## config.mk

```make
export PLATFORM = sky130hd
export DESIGN_NAME = mmio_uart_tx
export DESIGN_NICKNAME = d
export VERILOG_FILES = /design/src/rtl/uart_pkg.sv /design/src/rtl/sync_fifo.sv /design/src/rtl/mmio_uart_tx.sv
export SDC_FILE = /design/constraint.sdc
export NUM_CORES = 1
export LEC_CHECK = 0
export CAP_MARGIN = 0
export CORE_MARGIN = 2
export CORE_UTILIZATION = 45
export CTS_BUF_LIST = sky130_fd_sc_hd__clkbuf_8
export CTS_CLUSTER_DIAMETER = 200
export DETAILED_ROUTE_END_ITERATION = 10
export PLACE_DENSITY = 0.78
export SLEW_MARGIN = 20
export SYNTH_ARGS = -nofsm -noshare
export SYNTH_HDL_FRONTEND = slang
export SYNTH_SLANG_ARGS = --single-unit
export TNS_END_PERCENT = 20
```

## constraint.sdc

```tcl
create_clock -name clk -period 4.8 [get_ports clk]
set_input_delay 0.48 -clock clk [delete_from_list [all_inputs] [get_ports clk]]
set_output_delay 0.48 -clock clk [all_outputs]
set_load 0.02 [all_outputs]
```

## src/rtl/uart_pkg.sv

```systemverilog
// Shared types and register-map constants for the memory-mapped UART transmitter.
package uart_pkg;

    typedef enum logic [1:0] {IDLE, START, DATA, STOP} uart_state_t;

    localparam logic [31:0] TXDATA_OFS = 32'd0;
    localparam logic [31:0] STATUS_OFS = 32'd4;

    localparam int ST_BUSY  = 0;
    localparam int ST_FULL  = 1;
    localparam int ST_EMPTY = 2;
    localparam int ST_OVF   = 3;

endpackage

```

## src/rtl/sync_fifo.sv

```systemverilog
// Single-clock FIFO with wrap-around pointers and an occupancy count.
module sync_fifo #(
    parameter int WIDTH = 8,
    parameter int DEPTH = 4
) (
    input  logic                     clk,
    input  logic                     reset,
    input  logic                     push,
    input  logic                     pop,
    input  logic [WIDTH-1:0]         wdata,
    output logic [WIDTH-1:0]         rdata,
    output logic [$clog2(DEPTH):0]   count,
    output logic                     full,
    output logic                     empty
);

    localparam int AW = $clog2(DEPTH);

    logic [WIDTH-1:0] mem [DEPTH];
    logic [AW-1:0]    wr_ptr;
    logic [AW-1:0]    rd_ptr;
    logic             do_push;
    logic             do_pop;

    // A full FIFO still accepts a push when a pop frees a slot on the same edge.
    assign do_pop  = pop && !empty;
    assign do_push = push && (!full || do_pop);
    assign full    = count == (AW+1)'(DEPTH);
    assign empty   = count == '0;
    assign rdata   = mem[rd_ptr];

    // NOTE: storage is deliberately not reset; pointers and count alone define which entries are valid.
    always_ff @(posedge clk) begin
        if (do_push)
            mem[wr_ptr] <= wdata;
    end

    // NOTE: sequential state uses non-blocking assignments so every register samples pre-edge values.
    always_ff @(posedge clk) begin
        if (!reset) begin
            wr_ptr <= '0;
            rd_ptr <= '0;
            count  <= '0;
        end else begin
            if (do_push)
                wr_ptr <= wr_ptr + 1'b1;
            if (do_pop)
                rd_ptr <= rd_ptr + 1'b1;
            if (do_push && !do_pop)
                count <= count + 1'b1;
            else if (do_pop && !do_push)
                count <= count - 1'b1;
        end
    end

endmodule

```

## src/rtl/mmio_uart_tx.sv

```systemverilog
// Memory-mapped 8N1 UART transmitter: TXDATA stores feed a FIFO drained by a bit-timing FSM.
module mmio_uart_tx
    import uart_pkg::*;
#(
    parameter logic [31:0] BASE_ADDR    = 32'h0000_1000,
    parameter int          CLKS_PER_BIT = 16,
    parameter int          FIFO_DEPTH   = 4
) (
    input  logic        clk,
    input  logic        reset,
    input  logic        MemWriteM,
    input  logic [31:0] DataAdrM,
    input  logic [31:0] WriteDataM,
    output logic        SelIO,
    output logic [31:0] ReadDataIO,
    output logic        tx,
    output logic        Busy
);

    localparam int                CNT_W    = $clog2(CLKS_PER_BIT);
    localparam logic [CNT_W-1:0]  CLK_LAST = CNT_W'(CLKS_PER_BIT - 1);
    localparam int                CNT_FW   = $clog2(FIFO_DEPTH) + 1;

    logic              sel_tx;
    logic              sel_st;
    logic              push_req;
    logic              push_ok;
    logic              pop;
    logic              ovf_set;
    logic              ovf_clr;
    logic              clk_last;
    logic              nonempty_nxt;
    logic              active_nxt;
    logic [7:0]        fifo_rdata;
    logic [CNT_FW-1:0] fifo_count;
    logic              fifo_full;
    logic              fifo_empty;
    uart_state_t       state;
    logic [CNT_W-1:0]  clk_cnt;
    logic [2:0]        bit_cnt;
    logic [7:0]        shift;
    logic              overflow;
    logic              unused_wdata;

    assign unused_wdata = ^WriteDataM[31:8];

    assign sel_tx = DataAdrM == BASE_ADDR + TXDATA_OFS;
    assign sel_st = DataAdrM == BASE_ADDR + STATUS_OFS;
    assign SelIO  = sel_tx || sel_st;

    // NOTE: every always_comb output gets a default first so no path can infer a latch.
    always_comb begin
        ReadDataIO = '0;
        if (sel_st) begin
            ReadDataIO[ST_OVF]   = overflow;
            ReadDataIO[ST_EMPTY] = fifo_empty;
            ReadDataIO[ST_FULL]  = fifo_full;
            ReadDataIO[ST_BUSY]  = Busy;
        end
    end

    assign push_req = MemWriteM && sel_tx;
    assign ovf_clr  = MemWriteM && sel_st && WriteDataM[ST_OVF];
    assign pop      = (state == IDLE) && !fifo_empty;
    assign push_ok  = push_req && (!fifo_full || pop);
    assign ovf_set  = push_req && fifo_full && !pop;
    assign clk_last = clk_cnt == CLK_LAST;

    // Busy is registered from next-state values so it moves on the same edge as FIFO and FSM.
    assign nonempty_nxt = push_ok || (fifo_count > CNT_FW'(pop));
    assign active_nxt   = (state == IDLE) ? pop : !((state == STOP) && clk_last);

    sync_fifo #(
        .WIDTH (8),
        .DEPTH (FIFO_DEPTH)
    ) u_fifo (
        .clk   (clk),
        .reset (reset),
        .push  (push_req),
        .pop   (pop),
        .wdata (WriteDataM[7:0]),
        .rdata (fifo_rdata),
        .count (fifo_count),
        .full  (fifo_full),
        .empty (fifo_empty)
    );

    always_ff @(posedge clk) begin
        if (!reset) begin
            state    <= IDLE;
            clk_cnt  <= '0;
            bit_cnt  <= '0;
            shift    <= '0;
            overflow <= 1'b0;
            tx       <= 1'b1;
            Busy     <= 1'b0;
        end else begin
            Busy <= active_nxt || nonempty_nxt;

            if (ovf_clr)
                overflow <= 1'b0;
            else if (ovf_set)
                overflow <= 1'b1;

            case (state)
                IDLE: begin
                    tx <= 1'b1;
                    if (pop) begin
                        shift   <= fifo_rdata;
                        clk_cnt <= '0;
                        bit_cnt <= '0;
                        tx      <= 1'b0;
                        state   <= START;
                    end
                end
                START: begin
                    if (clk_last) begin
                        clk_cnt <= '0;
                        tx      <= shift[0];
                        state   <= DATA;
                    end else begin
                        clk_cnt <= clk_cnt + 1'b1;
                    end
                end
                DATA: begin
                    if (clk_last) begin
                        clk_cnt <= '0;
                        if (bit_cnt == 3'd7) begin
                            tx    <= 1'b1;
                            state <= STOP;
                        end else begin
                            // tx follows the bit that becomes shift[0] after this shift.
                            shift   <= shift >> 1;
                            tx      <= shift[1];
                            bit_cnt <= bit_cnt + 3'd1;
                        end
                    end else begin
                        clk_cnt <= clk_cnt + 1'b1;
                    end
                end
                STOP: begin
                    if (clk_last) begin
                        clk_cnt <= '0;
                        state   <= IDLE;
                    end else begin
                        clk_cnt <= clk_cnt + 1'b1;
                    end
                end
                default: state <= IDLE;
            endcase
        end
    end

endmodule
```

# Yosys cells after proc, flatten, opt, wreduce, memory -nomap -nowiden

Memory sizes are Yosys's and may differ from the RTL's. A register that Yosys moved wholly into a read port is not among the register bits.
Cells that the tools add are included.

Flip-flop bits (word level): 27
Memory bits (writable): 32
Input port bits: 67
Output and inout bits: 35
Word-level logic and storage cells: 96
Memories: 1

Add/sub/neg operators: 6
$lt $le $gt $ge: 1
Equality and inequality tests: 14
Mux-type cells: 30
Bitwise operators: 1
Reductions and logical operators: 33

Memories:

| name       | depth | width | rd ports | clocked after Yosys merged registers in | write ports | RTL line        | source |
|---|---|---|---|---|---|---|---|
| u_fifo.mem | 4     | 8     | 1        | 1                                       | 1           | sync_fifo.sv:19 | `logic [WIDTH-1:0] mem [DEPTH];` |

Operator list:

| kind                                                  | count |
|---|---|
| equality test 32 x 13 -> 1 bit, second input constant | 2 |
| two-way mux 8 bit                                     | 3 |
| case mux 8 bit (2 select lines)                       | 1 |
| two-way mux 3 bit                                     | 5 |
| two-way mux 2 bit                                     | 7 |
| logical AND 1 bit                                     | 12 |
| two-way mux 4 bit                                     | 3 |
| inequality test 2 bit, second input constant          | 6 |
| case mux 2 bit (4 select lines)                       | 1 |
| case mux 4 bit (2 select lines)                       | 1 |
| two-way mux 1 bit                                     | 7 |
| adder 3 x 1 -> 3 bit, second input constant           | 2 |
| equality test 3 bit, second input constant            | 2 |
| logical NOT 1 bit                                     | 6 |
| case mux 3 bit (2 select lines)                       | 1 |
| logical OR 1 bit                                      | 5 |
| AND reduction 5 bit                                   | 1 |
| adder 2 x 1 -> 2 bit, second input constant           | 2 |
| adder 4 x 1 -> 4 bit, second input constant           | 1 |
| equality test 2 bit, second input constant            | 2 |
| equality test 4 bit, second input constant            | 1 |
| AND reduction 4 bit                                   | 1 |
| nonzero test 2 bit                                    | 2 |
| > comparator 3 x 1 -> 1 bit                           | 1 |
| other kinds (10)                                      | 10 |

# Depth between registers and ports, before layout

Word-level depth: 10
Depth in mapped cells: 11
Gate-level depth less buffers: 11

# By module

A second synthesis with hierarchy kept.

Cell total of the unflattened synthesis: 262
Area total of the unflattened synthesis: 3,100.5 µm²

By module, submodules not included:

| module       | instances | cells an instance | area each (µm²) | sequential area each (µm²) |
|---|---|---|---|---|
| sync_fifo    | 1         | 90                | 1,644.1         | 1,141.1 |
| mmio_uart_tx | 1         | 172               | 1,456.4         | 400.4 |

# Worst setup path before layout

No wires, ideal clock.

Path kind: in2reg
From: input port DataAdrM[13]
To: register u_fifo.count[2]
Library setup time: 0.071 ns
Arrival time: 2.564 ns
Data required time: 4.729 ns
Slack: 2.165 ns
Cell stages on the path: 9
Path buffers: 0
Cells stage by stage: nor4b_2 > nand4_2 > nor4_4 > ha_1 > inv_1 > fa_1 > xor2_1 > or3_1 > a21oi_1

Word-level cells in the longest chain between the ends: 6
Elaborated cells between the ends (all ways): 8
Those cells by class: 1 x eq/ne; 1 x mux; 6 x reduce/logical

RTL lines:

| what                                | RTL line           | source |
|---|---|---|
| start: declaration                  | mmio_uart_tx.sv:12 | `input logic [31:0] DataAdrM,` |
| equality test 32 x 13 -> 1 bit (*)  | mmio_uart_tx.sv:47 | `assign sel_tx = DataAdrM == BASE_ADDR + TXDATA_OFS;` |
| logical AND 1 bit (*)               | mmio_uart_tx.sv:62 | `assign push_req = MemWriteM && sel_tx;` |
| logical AND 1 bit (*)               | sync_fifo.sv:27    | `assign do_push = push && (!full \|\| do_pop);` |
| via u_fifo.do_push                  | sync_fifo.sv:22    | `logic do_push;` |
| logical NOT 1 bit                   | sync_fifo.sv:51    | `else if (do_pop && !do_push)` |
| logical AND 1 bit                   | sync_fifo.sv:51    |  |
| nonzero test 2 bit (no source line) | --                 |  |
| end signal: assignment              | sync_fifo.sv:50    | `count <= count + 1'b1;` |
| end signal: assignment              | sync_fifo.sv:52    | `count <= count - 1'b1;` |
| end: declaration                    | sync_fifo.sv:12    | `output logic [$clog2(DEPTH):0] count,` |

The timed path passes the listed nets; every way through them passes the cells marked *.
A chain may end at the register's enable or synchronous reset.

# Worst setup path after layout

From: input port DataAdrM[18]
To: output port ReadDataIO[1]

Word-level cells in the longest chain between the ends: 2

RTL lines:

| what                           | RTL line           | source |
|---|---|---|
| equality test 32 x 13 -> 1 bit | mmio_uart_tx.sv:48 | `assign sel_st = DataAdrM == BASE_ADDR + STATUS_OFS;` |
| two-way mux 4 bit              | mmio_uart_tx.sv:54 | `if (sel_st) begin` |
| end: declaration               | mmio_uart_tx.sv:15 | `output logic [31:0] ReadDataIO,` |

No other way between the ends.

==> impl_summary.md <==
Routing
The vias after detailed routing is 2044. Wires add up to 5598 µm. For this run, the detailed router's first-pass iteration total came to 4. Dividing the detail-routed via count by the number of cells gives 5.149. After detailed routing, the average wire length per cell comes to 14.10 µm. The count of antenna-violating nets left after detailed routing is 0. The total DRC errors in the routed layout is 0. For this block, the initial DRC count from the detailed router was 76.

Setup path
The arrival time of the worst setup path is 2.63 ns. The critical path is of the in -> out type. Along the worst path, the maximum fanout reaches 5. The category of the worst setup path capture point is an output pin. The endpoint required time on the critical path is 4.32 ns. The category of the worst setup path launch point is an input pin.

Logic synthesis
The flop and latch count out of synthesis is 61. The per-instance average area after synthesis is 11.69 µm². The fraction of synthesis flops using an asynchronous set or reset pin is 0%.

Counting distinct cell types in the post-synthesis netlist gives 46. In the synthesized netlist the dominant register cell turns out to be sky130_fd_sc_hd__edfxtp_1. During synthesis, Yosys emitted a total of 0 warnings.

Summing the sequential cell areas from Yosys gives 50.12% of the chip area. The cell count after synthesis is 263. Counting flops with a built-in enable in the synthesized netlist gives 32. Summing every instance area after synthesis gives 3075 µm².

Timing
The worst relative slew slack is 49.69%. The achievable clock frequency is 321.2 MHz. Setup repair after global routing left no endpoint under its margin. The final-report max-slew violation count came to 0. Adding up every negative setup slack in the final design gives 0 ns. The ratio of final minimum period to clock period is 64.85%. The number of hold violations in the final report was 0.

Across the routed clock network, the largest skew measured is 0.01014 ns. For the pin with the worst max-slew slack, the measured transition is 0.7546 ns. Setup violations remaining at the end of the flow were counted as 0. The time the worst path needs with I/O delays and setup is 3.113 ns.

Global routing
The largest net degree at the start of global routing is 22. The number of global-route vias before repair was 1959. The number of antenna violations at the first check in global routing is 0. The first global-routing pass estimated 9342 µm of wire. Global routing finished with a remaining overflow of 0. The aggregate global-route resource usage is 16.48%.

Clock network
The hold buffer count at CTS is 0. The later pin in the worst-skew pair is clocked with a latency of 0.35 ns. The number of gates given a new drive strength after cts is 0. The clock transition at the registers of the reported paths is 0.06 ns. TritonCTS created 9 clock buffers.

In this run the deepest clock path goes through 2 buffers. The CTS tree is done. In this run the clock root is driven by a sky130_fd_sc_hd__clkbuf_8. The clock sink count is 61. The setup fix buffers added after clock tree synthesis is 0. The clock tree synthesis step divided the H-tree into 3 levels.

Final layout
The final-layout fill cell count is 543. The top cell types in the final layout, fill and taps aside, are sky130_fd_sc_hd__clkdlybuf4s50_1 (49), sky130_fd_sc_hd__edfxtp_1 (32), sky130_fd_sc_hd__dfxtp_1 (29). At the end of the flow, the number of nets in the layout was 394.

The most common cell after layout, fill and taps aside is sky130_fd_sc_hd__clkdlybuf4s50_1. Summing all flip-flop and latch instances after layout gives 1541 µm². In the final layout, the multi-input gates occupy 1351 µm². Relative to the synthesized area, the layout overhead comes to 21.11%. The number of diodes is 0. The post-route netlist has 8.833% of its cells at a drive strength greater than 1.

The number of standard cells in the layout, taps in and fillers out is 397.

Die
Measured along the y axis, the die boundary spans 86.67 µm. After floorplanning, the core was divided into 30 placement rows. The die covers 7512 µm². The initial core utilization is 45.77%. The area inside the core boundary is 6719 µm².

102 I/O pins were placed. The width of the die is 86.67 µm.

Power
The leakage power of the design is 0.001376 µW. In this run the power density over the cells is 483.4 nW/µm². Overall power consumption after layout is estimated at 1801 µW. Across the VDD grid, the largest voltage drop is 255.9 µV.

Run
The max-capacitance violation count is 0.

Placement
The post-placement cell count is 381. The quantity of I/O buffers inserted on ports is 49. The placer's final routability congestion estimate is 0.7625. The wire-length estimate of the detail-placed layout is 3960 µm.

Status
The run finished with clean final reports.

Min path
The path class of the tightest hold or removal check is reg -> reg.
==> logic make-up after synthesis <==
| group | Yosys count | share of synthesized area, % |
|---|---|---|
| flip-flops | 61 | 50.12 |
| AO/OA/AOI/OAI | 40 | 7.608 |
| AND/OR/NAND/NOR | 72 | 14.65 |
| XOR/XNOR | 4 | 1.139 |
| other | 1 | 0.1219 |
| adder cells (fa/ha/maj) | 15 | 6.347 |
| multiplexers | 23 | 10.78 |
| buffers and inverters | 47 | 9.235 |
==> flip-flops by register name, summed over array words and instances, names as in the netlist, named ones only <==
| signal | flops |
|---|---|
| u_fifo.mem | 32 |
| shift | 8 |
| clk_cnt | 4 |
| bit_cnt | 3 |
| u_fifo.count | 3 |
| state | 2 |
| u_fifo.rd_ptr | 2 |
| u_fifo.wr_ptr | 2 |
| Busy | 1 |
| overflow | 1 |
| tx | 1 |
==> critical path: stages <==
cell and delay, ns:
sky130_fd_sc_hd__clkdlybuf4s50_1 0.40, sky130_fd_sc_hd__nor4_1 0.32, sky130_fd_sc_hd__nand4_1 0.32, sky130_fd_sc_hd__nor2_1 0.29, sky130_fd_sc_hd__and4_1 0.22, sky130_fd_sc_hd__clkdlybuf4s50_1 0.61
==> stage by stage <==
stage	util, %	hold WS (ns)	area, µm²	setup WS, ns
after floorplan	-	0.4389	3177	2.165
final	55.44	0.4806	3725	1.687
after global routing	55.44	0.4991	3725	1.494
after detailed placement	52.35	0.4713	3517	1.404
after CTS	55.44	0.4812	3725	1.696
after global placement	52.35	0.4569	3517	1.473
==> power breakdown <==
group / internal (µW) / leakage, µW / switching (µW) / total, µW
clock: 285 / 0.000109 / 191 / 476
combinational: 282 / 0.000741 / 358 / 640
sequential: 617 / 0.000525 / 66.4 / 684
total: 1180 / 0.00138 / 616 / 1800
==> area by class of cell <==
type                            instances  share of cell area (%)
Clock buffer                            9                   3.326
Clock inverter                          7                   2.251
Inverter                                9                  0.9070
Multi-Input combinational cell        182                   36.28
Sequential cell                        61                   41.38
Tap cell                               80                   2.687
Timing Repair Buffer                   49                   13.17
==> synth_stat cells, drive strengths merged (8+ instances only) <==
cell,n,area (µm²)
a21oi,16,80.08
buf,31,224.0
dfxtp,29,580.6
edfxtp,32,960.9
ha,14,175.2
inv,9,33.78
mux2i,14,140.1
mux4,8,180.2
nand2,14,52.55
nor2,16,60.06
nor4,8,92.58
o21ai,11,55.05
==> path summary, 6_finish.rpt <==
path / start / end / slack, ns / depth (start not counted)
hold reg to reg: bit_cnt[1] / bit_cnt[1] / 0.48 / 2
hold / removal: bit_cnt[1] / bit_cnt[1] / 0.48 / 2
setup reg to reg: state[1] / u_fifo.count[2] / 1.75 / 11
setup / recovery: DataAdrM[18] / ReadDataIO[1] / 1.69 / 6
==> per-layer routing <==
layer | up-vias | GRT usage (%) | wire, µm
met2 | 53 | 27.69 | 2866
met1 | 976 | 19.53 | 2439
met5 | - | 0 | 0
li1 | 1007 | - | -
met4 | 0 | 6.108 | 69
met3 | 8 | 5.714 | 223
Note: power is estimated with default switching activity, not from simulation.
